### src/rtl/mem_arb_pkg.sv
// Shared types and constants for the Aardvark memory port arbiter.
// MEM_ARB_DEBUG_EN adds the debug requester (id REQ_DBG).
package mem_arb_pkg;

   typedef enum logic [1:0] {
      ST_IDLE  = 2'd0,
      ST_ISSUE = 2'd1,
      ST_WAIT  = 2'd2
   } arb_state_e;

`ifdef MEM_ARB_DEBUG_EN
   localparam int NREQ = 3;
`else
   localparam int NREQ = 2;
`endif
   localparam int IDW = (NREQ > 2) ? 2 : 1;

   // Requester ids double as priority rank: higher id wins
   localparam int REQ_IF  = 0;
   localparam int REQ_DM  = 1;
   localparam int REQ_DBG = 2;

   localparam int MEM_LAT_MIN      = 1;
   localparam int MEM_LAT_MAX      = 4;
   localparam int STARVE_LIMIT_MAX = 15;
   localparam int LAT_W            = 2;
   localparam int STARVE_W         = 4;

   function automatic logic [IDW-1:0] onehot_to_idx(input logic [NREQ-1:0] oh);
      logic [IDW-1:0] idx;
      idx = '0;
      for (int i = 0; i < NREQ; i++) begin
         if (oh[i]) idx = IDW'(i);
      end
      return idx;
   endfunction

endpackage

### src/rtl/mem_arb_pick.sv
// Combinational winner select: fixed priority by requester id, with the
// starvation flag forcing instruction fetch to win.
module mem_arb_pick
   import mem_arb_pkg::*;
(
   input  logic [NREQ-1:0] req_i,
   input  logic            starve_i,
   output logic [NREQ-1:0] win_o
);

   always_comb begin
      win_o = '0;
      for (int i = 0; i < NREQ; i++) begin
         if (req_i[i]) win_o = NREQ'(1) << i;
      end
      if (starve_i && req_i[REQ_IF]) win_o = NREQ'(1) << REQ_IF;
   end

endmodule

### src/rtl/mem_port_arbiter.sv
// Serialises fetch, data and (with MEM_ARB_DEBUG_EN) debug accesses onto the
// single memory port through an IDLE/ISSUE/WAIT sequencer; one access in flight.
module mem_port_arbiter
   import mem_arb_pkg::*;
#(
   parameter int AW           = 8,
   parameter int DW           = 8,
   parameter int MEM_LAT      = 1,
   parameter int STARVE_LIMIT = 4
)(
   input  logic          clk,
   input  logic          reset,
   input  logic          if_req,
   input  logic [AW-1:0] if_addr,
   output logic          if_gnt,
   output logic          if_valid,
   output logic [DW-1:0] if_data,
   input  logic          dm_req,
   input  logic          dm_we,
   input  logic [AW-1:0] dm_addr,
   input  logic [DW-1:0] dm_wdata,
   output logic          dm_gnt,
   output logic          dm_valid,
   output logic [DW-1:0] dm_rdata,
`ifdef MEM_ARB_DEBUG_EN
   input  logic          dbg_req,
   input  logic          dbg_we,
   input  logic [AW-1:0] dbg_addr,
   input  logic [DW-1:0] dbg_wdata,
   output logic          dbg_gnt,
   output logic          dbg_valid,
   output logic [DW-1:0] dbg_rdata,
`endif
   output logic          mem_en,
   output logic          mem_we,
   output logic [AW-1:0] mem_addr,
   output logic [DW-1:0] mem_wdata,
   input  logic [DW-1:0] mem_rdata,
   output logic          cpu_stall,
   output logic          busy
);

   if (MEM_LAT < MEM_LAT_MIN || MEM_LAT > MEM_LAT_MAX) begin : g_bad_lat
      $error("mem_port_arbiter: MEM_LAT must be in 1..4");
   end
   if (STARVE_LIMIT < 1 || STARVE_LIMIT > STARVE_LIMIT_MAX) begin : g_bad_starve
      $error("mem_port_arbiter: STARVE_LIMIT must be in 1..15");
   end

   logic [NREQ-1:0] req_vec;
   logic [NREQ-1:0] req_we;
   logic [NREQ-1:0] win;
   logic [AW-1:0]   req_addr  [NREQ];
   logic [DW-1:0]   req_wdata [NREQ];

   assign req_vec[REQ_IF]   = if_req;
   assign req_we[REQ_IF]    = 1'b0;
   assign req_addr[REQ_IF]  = if_addr;
   assign req_wdata[REQ_IF] = '0;
   assign req_vec[REQ_DM]   = dm_req;
   assign req_we[REQ_DM]    = dm_we;
   assign req_addr[REQ_DM]  = dm_addr;
   assign req_wdata[REQ_DM] = dm_wdata;
`ifdef MEM_ARB_DEBUG_EN
   assign req_vec[REQ_DBG]   = dbg_req;
   assign req_we[REQ_DBG]    = dbg_we;
   assign req_addr[REQ_DBG]  = dbg_addr;
   assign req_wdata[REQ_DBG] = dbg_wdata;
`endif

   arb_state_e          state_q;
   logic [IDW-1:0]      id_q;
   logic                we_q;
   logic [LAT_W-1:0]    lat_q;
   logic [STARVE_W-1:0] starve_q, starve_d;
   logic [NREQ-1:0]     gnt_q;
   logic [NREQ-1:0]     valid_q;
   logic [DW-1:0]       rdata_q [NREQ];
   logic                mem_en_q, mem_we_q;
   logic [AW-1:0]       mem_addr_q;
   logic [DW-1:0]       mem_wdata_q;
   logic                starve_flag;
   logic                resp_fire;
   logic                arb_take;

   assign starve_flag = if_req && (starve_q >= STARVE_W'(STARVE_LIMIT));
   assign arb_take    = (state_q == ST_IDLE) && (|req_vec);

   mem_arb_pick u_pick (
      .req_i    (req_vec),
      .starve_i (starve_flag),
      .win_o    (win)
   );

   logic [AW-1:0] sel_addr;
   logic          sel_we;
   logic [DW-1:0] sel_wdata;

   always_comb begin
      sel_addr  = '0;
      sel_we    = 1'b0;
      sel_wdata = '0;
      for (int i = 0; i < NREQ; i++) begin
         if (win[i]) begin
            sel_addr  = req_addr[i];
            sel_we    = req_we[i];
            sel_wdata = req_wdata[i];
         end
      end
   end

   // Starvation count only matters while fetch is actually waiting
   always_comb begin
      starve_d = starve_q;
      if (!if_req) begin
         starve_d = '0;
      end else if (arb_take) begin
         if (win[REQ_IF])                 starve_d = '0;
         else if (starve_q != '1)         starve_d = starve_q + STARVE_W'(1);
      end
   end

   always_ff @(posedge clk) begin
      if (!reset) starve_q <= '0;
      else        starve_q <= starve_d;
   end

   always_ff @(posedge clk) begin
      if (!reset) begin
         state_q     <= ST_IDLE;
         id_q        <= '0;
         we_q        <= 1'b0;
         lat_q       <= '0;
         gnt_q       <= '0;
         mem_en_q    <= 1'b0;
         mem_we_q    <= 1'b0;
         mem_addr_q  <= '0;
         mem_wdata_q <= '0;
      end else begin
         gnt_q    <= '0;
         mem_en_q <= 1'b0;
         mem_we_q <= 1'b0;
         case (state_q)
            ST_IDLE: begin
               if (arb_take) begin
                  state_q     <= ST_ISSUE;
                  id_q        <= onehot_to_idx(win);
                  we_q        <= sel_we;
                  gnt_q       <= win;
                  mem_en_q    <= 1'b1;
                  mem_we_q    <= sel_we;
                  mem_addr_q  <= sel_addr;
                  mem_wdata_q <= sel_wdata;
               end
            end
            ST_ISSUE: begin
               state_q <= ST_WAIT;
               lat_q   <= LAT_W'(MEM_LAT - 1);
            end
            ST_WAIT: begin
               if (lat_q == '0) state_q <= ST_IDLE;
               else             lat_q   <= lat_q - LAT_W'(1);
            end
            default: state_q <= ST_IDLE;
         endcase
      end
   end

   // Response is registered on the edge entering the lat_q==0 WAIT cycle
   assign resp_fire = ((state_q == ST_ISSUE) && (MEM_LAT == 1)) ||
                      ((state_q == ST_WAIT)  && (lat_q == LAT_W'(1)));

   for (genvar gi = 0; gi < NREQ; gi++) begin : g_resp
      always_ff @(posedge clk) begin
         if (!reset) begin
            valid_q[gi] <= 1'b0;
            rdata_q[gi] <= '0;
         end else begin
            valid_q[gi] <= resp_fire && (id_q == IDW'(gi));
            if (resp_fire && (id_q == IDW'(gi)) && !we_q) rdata_q[gi] <= mem_rdata;
         end
      end
   end

   assign if_gnt    = gnt_q[REQ_IF];
   assign if_valid  = valid_q[REQ_IF];
   assign if_data   = rdata_q[REQ_IF];
   assign dm_gnt    = gnt_q[REQ_DM];
   assign dm_valid  = valid_q[REQ_DM];
   assign dm_rdata  = rdata_q[REQ_DM];
`ifdef MEM_ARB_DEBUG_EN
   assign dbg_gnt   = gnt_q[REQ_DBG];
   assign dbg_valid = valid_q[REQ_DBG];
   assign dbg_rdata = rdata_q[REQ_DBG];
`endif
   assign mem_en    = mem_en_q;
   assign mem_we    = mem_we_q;
   assign mem_addr  = mem_addr_q;
   assign mem_wdata = mem_wdata_q;
   assign busy      = (state_q != ST_IDLE);
   assign cpu_stall = (if_req & ~if_valid) | (dm_req & ~dm_valid);

endmodule

### config.mk
export PLATFORM = sky130hd
export DESIGN_NAME = mem_port_arbiter
export DESIGN_NICKNAME = d
export VERILOG_FILES = /design/src/rtl/mem_arb_pkg.sv /design/src/rtl/mem_arb_pick.sv /design/src/rtl/mem_port_arbiter.sv
export SDC_FILE = /design/constraint.sdc
export NUM_CORES = 1
export LEC_CHECK = 0
export ABC_AREA = 1
export BUFFER_PORTS_ARGS = -buffer_cell sky130_fd_sc_hd__buf_2
export CAP_MARGIN = 20
export CORE_MARGIN = 1.5
export CORE_UTILIZATION = 48
export DETAILED_ROUTE_END_ITERATION = 10
export GPL_ROUTABILITY_DRIVEN = 0
export PLACE_DENSITY = 0.75
export SLEW_MARGIN = 15
export SYNTH_ARGS = -nofsm -noshare
export SYNTH_HDL_FRONTEND = slang
export SYNTH_HIERARCHICAL = 1
export SYNTH_SLANG_ARGS = --single-unit
export TNS_END_PERCENT = 100
### constraint.sdc
create_clock -name clk -period 1.65 [get_ports clk]
set_clock_uncertainty 0.1 [all_clocks]
set_input_delay 0.2475 -clock clk [delete_from_list [all_inputs] [get_ports clk]]
set_output_delay 0.2475 -clock clk [all_outputs]
set_load 0.005 [all_outputs]
==> results of run 1 <==
layout by cell type (no fill, tap or decap):
cell	count
o22ai_1	1
o21ai_0	2
nand4_1	4
nand3_1	27
edfxtp_1	16
clkbuf_8	5
nand4_4	2
nor2_2	3
inv_1	22
o31ai_1	1
nor2_1	24
nand2_2	5
nor2_4	2
or2_1	1
nor3_2	1
o21ai_4	1
o21ai_2	1
buf_2	76
dfxtp_1	31
nor3_1	2
a21oi_1	14
inv_2	4
buf_4	7
nand2_1	55
nand2_4	1
clkbuf_1	1
ha_1	3
inv_4	1
dfxtp_2	1
clkbuf_16	1
clkinv_2	1
sequential cells by signal, indices dropped and copies added, names as in the netlist, 2 cells and up:
signal	cells
gnt_q	2
lat_q	2
mem_addr	8
mem_wdata	8
rdata_q	16
starve_q	4
state_q	2
layout make-up:
type,count,area (µm²)
Sequential cell,48,1120
Tap cell,50,62.6
Multi-Input combinational cell,150,766
Fill cell,368,1440
Inverter,27,104
Clock buffer,7,97.6
Timing Repair Buffer,83,433
Clock inverter,1,5.00
synth_stat cells, types with 2 or more instances:
library cell  count  area share (%)
a21oi_1          14             3.5
nand2_1          57              11
edfxtp_1         16              24
nand2_2           3            0.92
buf_2             3            0.74
nand4_4           2             2.1
nor2_2            2            0.62
o21ai_0           2            0.49
nor2_1           25             4.6
dfxtp_1          32              32
nor2_4            2             1.1
inv_1            22             4.1
nor3_1            2            0.49
nand3_1          27             6.7
inv_2             4            0.74
buf_6             2             1.1
ha_1              3             1.8
nand4_1           4             1.2
logic make-up after synthesis:
kind of cell | count (synthesis) | synth area share [%]
AOI/OAI and AO/OA | 20 | 5.85
and+or+nand+nor | 127 | 29.6
buffers and inverters | 34 | 7.45
DFF | 48 | 55.2
adders and majority gates | 3 | 1.85
critical path: stages (launching register included):
cell     delay (ns)
dfxtp_1        0.38
inv_1          0.08
a21oi_1        0.16
nand2_1        0.08
nand2_1        0.11
inv_2          0.07
nand2_1        0.10
nor2_1         0.06
nor2_2         0.12
nand3_1        0.09
a21oi_1        0.12
worst min path at each step:
stage	cells after the start	endpoint
6_report	3	mem_wdata[3]
5_1_grt	3	mem_wdata[3]
4_1_cts	3	mem_wdata[3]
3_5_place_dp	3	mem_wdata[5]
3_3_place_gp	3	mem_wdata[3]
2_1_floorplan	2	mem_wdata[0]
power by group:
group / switching [mW] / internal (mW) / total [mW]
clock network: 0.376 / 0.389 / 0.764
registers: 0.0311 / 1.29 / 1.32
logic: 0.196 / 0.136 / 0.332
total: 0.603 / 1.81 / 2.42
through the flow:
step | worst slack (ns) | hold WS [ns] | total power, mW | cells
4_1_cts | 0.0872 | 0.0251 | 2.43 | 366
3_5_place_dp | 0.102 | 0.343 | 1.68 | 358
5_1_grt | -0.0124 | 0.0236 | 2.54 | 366
3_3_place_gp | 0.124 | 0.338 | 1.67 | 358
6_report | 0.123 | 0.0252 | 2.42 | 366
2_1_floorplan | 0.147 | 0.251 | 1.53 | 232
metal layers:
layer	part of all wire [%]	routed length [µm]	vias to the layer above	GRT usage [%]
met5	0	0	-	0
met4	2.0	89	0	9.75
li1	-	-	913	-
met1	41	1820	788	24.3
met3	6.9	304	9	4.77
met2	50	2200	76	35.0
==> metrics.cfg, run 1 <==
[setup_path]
end_kind=register
cp.arrival_ns=1.66
critPathLaunch=starve_q[2]
r2r-end=starve_q[3]
reg2reg_from=starve_q[2]
setup.worst_path.end=starve_q[3]
path_max_fanout=5
reg2reg_depth=10
reg2reg_setup_slack_ns=0.12
criticalPathCategory=register to register
worstPathRequired_ns=1.78
start_kind=register

[synth]
syn_area_um2=2030
synthArstFlopShare_pct=0
syn_area_per_cell_um2=8.75
synth_edf_count=16
synth-seq-cells=48
syn_nets=272
synth_seq_area_share_pct=55.2
yosys_warnings=6
synth_cells=232
synth.distinct_cells=28
synth_ff_type=dfxtp_1

[layout]
postLayoutCellArea_um2=2590
area_delta_synth_final_pct=27.5
fin_util_pct=64.3
drive_gt1_share_pct=35.4
diodes=0
fin_nets=355

[clock_tree]
cts_num_sinks=48
cts.path.max_buffers=2
cts-resized-gates=0
post_cts_buffers=0
cts_buffers=5
clk_latency_ns=0.30
cts_root_buf=clkbuf_8
clk_pin_slew_ns=0.09
cts_max_level=2
cts_hold_buf=0
cts_tree=done

[route]
vias=1786
wl_um=4410
drc=0
dr.pass1.iters=4
postRouteAntennaNets=0
drt_iter0_markers=86
vias_per_cell=4.88
wire_per_inst_um=12.1

[min_path]
hold_path_startpoint=dm_wdata[3]
hold_path_class=input pin to register

[pwr]
p_per_area_nw_per_um2=933
vdd_drop_max_uv=511
leakagePower_nw=1.27

[die]
start_util_pct=50.4
num_rows=23
die_w_um=68.0
ioPinCount=77
die_area_um2=4630
fp.dieH_um=68.0
core-area_um2=4030

[global_routing]
antenna_found_initial=0
grt_pass1_wl_um=6990
grt_start_max_net_pins=15
gr-total-overflow=0
first_global_vias=1566
grtUsageTotal_pct=20.5

[timing]
setup_viol=0
slew_headroom_pct=80.3
setup_tns_ns=0
fin_crit_sh_pct=92.5
fin_crit_ns=1.53
drv_slew=0
max_slew.worst_pin.slew_ns=0.295
report.final.hold_viol_count=0
max_clock_freq_mhz=655

[placement]
post-dp-hpwl_um=3420
io_buffers=76
placed_cell_area_um2=2480

[flow_run]
max_cap_viol_count=0

[outcome]
outcome=finished clean

Note: power is estimated with default switching activity, not from simulation.
==> run 2: changes to the inputs <==
--- a/config.mk
+++ b/config.mk
@@ -6,5 +6,5 @@
 export NUM_CORES = 1
 export LEC_CHECK = 0
-export ABC_AREA = 1
+export ABC_AREA = 0
 export BUFFER_PORTS_ARGS = -buffer_cell sky130_fd_sc_hd__buf_2
 export CAP_MARGIN = 20
==> constraint.sdc (replaced) <==
create_clock -name clk -period 1.65 [get_ports clk]
set_clock_uncertainty 0.1 [all_clocks]
set_input_delay 0.165 -clock clk [delete_from_list [all_inputs] [get_ports clk]]
set_output_delay 0.165 -clock clk [all_outputs]
set_load 0.05 [all_outputs]
==> metrics.cfg, run 2 <==
[pwr]
p_per_area_nw_per_um2=1010
vdd_drop_max_uv=622
p_total_mw=2.86
leakagePower_nw=1.21

[setup_path]
worstPathRequired_ns=1.58
criticalPathCategory=register to register
max_stage_delay_ns=0.33
cp.arrival_ns=1.59
crit_chain=inv_2, ha_4, nand3b_1, and2_4, o31ai_4, buf_6
path_max_fanout=8
critPathBufInv=2
end_kind=register
path_delay_family=simple AND/OR/NAND/NOR gates
start_kind=register
cp_slowest_cell=dfxtp_2

[synth]
synth_area_leaders=dfxtp_1, edfxtp_1, and2_1
synth.distinct_cells=35
syn_area_um2=2050
synth_ff_type=dfxtp_1
synth_top_cell_by_area=dfxtp_1
synth-seq-cells=48
yosys-top-cells-count=dfxtp_1, a21oi_1, and2_1
syn_nets=240
syn_area_per_cell_um2=10.2
synthArstFlopShare_pct=0
synth_edf_count=16
synth.most_common_cell=dfxtp_1
synth_seq_area_share_pct=54.7
synth_top_area_share_pct=31.3
synth_cells=200
yosys_warnings=6

[clock_tree]
clk_latency_ns=0.30
cts_tree=done
cts_num_sinks=48
cts_max_level=2
cts.path.max_buffers=2
cts_buffers=5
clk_pin_slew_ns=0.09
cts_root_buf=clkbuf_8
cts_hold_buf=0

[die]
die_w_um=68.3
start_util_pct=50.5
core-area_um2=4060
fp.dieH_um=68.3
num_rows=23
die_area_um2=4670
ioPinCount=77

[layout]
final_cell_mix=buf_2, dfxtp_1, a21oi_1
seq_area_um2=1130
drive_gt1_share_pct=43.1
diodes=0
multi_input_area_um2=920
fin_cells=345
postLayoutCellArea_um2=2820
area_delta_synth_final_pct=37.8
final_common_cell=buf_2
fin_nets=334
fin_util_pct=69.6
largest_register=rdata_q
fillers=339
largest_reg_flops=16

[global_routing]
gr-total-overflow=0
grtUsageTotal_pct=21.2
grt_start_max_net_pins=22
antenna_found_initial=0
first_global_vias=1664
grt_pass1_wl_um=7420

[route]
vias=1871
postRouteAntennaNets=0
drt_iter0_markers=81
wire_per_inst_um=14.1
vias_per_cell=5.42
dr.pass1.iters=4
wl_um=4850
drc=0

[placement]
post-dp-hpwl_um=3570
dp_cells=335
io_buffers=76
placed_cell_area_um2=2620

[timing]
max_clock_freq_mhz=602
finalWorstSetupSlack_ns=-0.0123
slew_headroom_pct=70.8
drv_slew=0
fin_crit_ns=1.66
max_slew.worst_pin.slew_ns=0.439
rsz0062_at_grt=true
fin_crit_sh_pct=101
report.final.hold_viol_count=0
setup_viol=8

[outcome]
violations=setup timing
outcome=finished with violations

[flow_run]
max_cap_viol_count=0

[min_path]
hold_path_class=input pin to register

run 2: cell count changes after synthesis, moves of 9 or more:
cell      previous run  this run
clkbuf_1             1        11
and2_1               0        21
inv_1               22         5
nand2_1             57         3
nand3_1             27         2
o21ai_0              2        13
nor2_1              25         8
a211oi_1             0         9
run 2: logic make-up (layout without fill, tap and decap cells):
family,after synthesis,count (layout),share of synthesized area (%)
DFF,48,48,54.7
buffers and inverters,19,114,3.85
AOI/OAI and AO/OA,65,65,20.6
and+or+nand+nor,65,65,19.0
adders and majority gates,3,3,1.83
run 2: worst paths after layout:
kind | from | slack [ns] | to | depth (start not counted)
worst max register to register | lat_q[1] | -0.01 | rdata_q[0][2] | 6
worst min-delay path | dm_we | 0.008 | mem_we | 2
worst max-delay path | lat_q[1] | -0.01 | rdata_q[0][2] | 6
worst min register to register | mem_wdata[0] | 0.37 | mem_wdata[0] | 2
run 2: worst reg2reg max path: stages (launching register included):
cell	delay (ns)
dfxtp_2	0.33
inv_2	0.07
ha_4	0.12
nand3b_1	0.20
and2_4	0.24
o31ai_4	0.17
buf_6	0.16
run 2: per-layer routing:
metal / GRT usage, % / part of all wire [%] / vias up
li1: - / - / 927
met1: 26.7 / 43 / 883
met2: 35.8 / 50 / 59
met3: 4.61 / 6.1 / 2
met4: 7.50 / 0.56 / 0
met5: 0 / 0 / -
run 2: final cells by class:
cell class | instances | area share, %
sequential | 48 | 39.9
tap | 50 | 2.22
timing repair buffer | 99 | 20.3
clock buffer | 5 | 2.44
inverter | 7 | 0.930
multi-input combinational | 133 | 32.6
clock inverter | 3 | 1.64
run 2: timing repair:
item / 4_1_cts / 5_1_grt
buffers inserted: 0 / 2
gates resized for setup: 1 / 20
setup endpoints to repair: 8 / 44
pin swaps: 0 / 9
run 2: through the flow:
| stage | setup slack [ns] | setup TNS (ns) | hold slack, ns |
|---|---|---|---|
| 2_1_floorplan | 0.0110 | 0 | 0.188 |
| 6_report | -0.0123 | -0.0911 | 0.00755 |
| 3_5_place_dp | -0.00899 | -0.0706 | 0.327 |
| 4_1_cts | 0.000703 | 0 | 0.0104 |
| 3_3_place_gp | 0.0154 | 0 | 0.320 |
| 5_1_grt | -0.0922 | -1.69 | 0.0260 |
run 2: power breakdown:
group	total [mW]	switching, mW	internal (mW)	leakage, nW
clock network	0.870	0.413	0.457	0.0548
registers	1.33	0.0343	1.30	0.432
logic	0.660	0.458	0.202	0.722
total	2.86	0.906	1.96	1.21
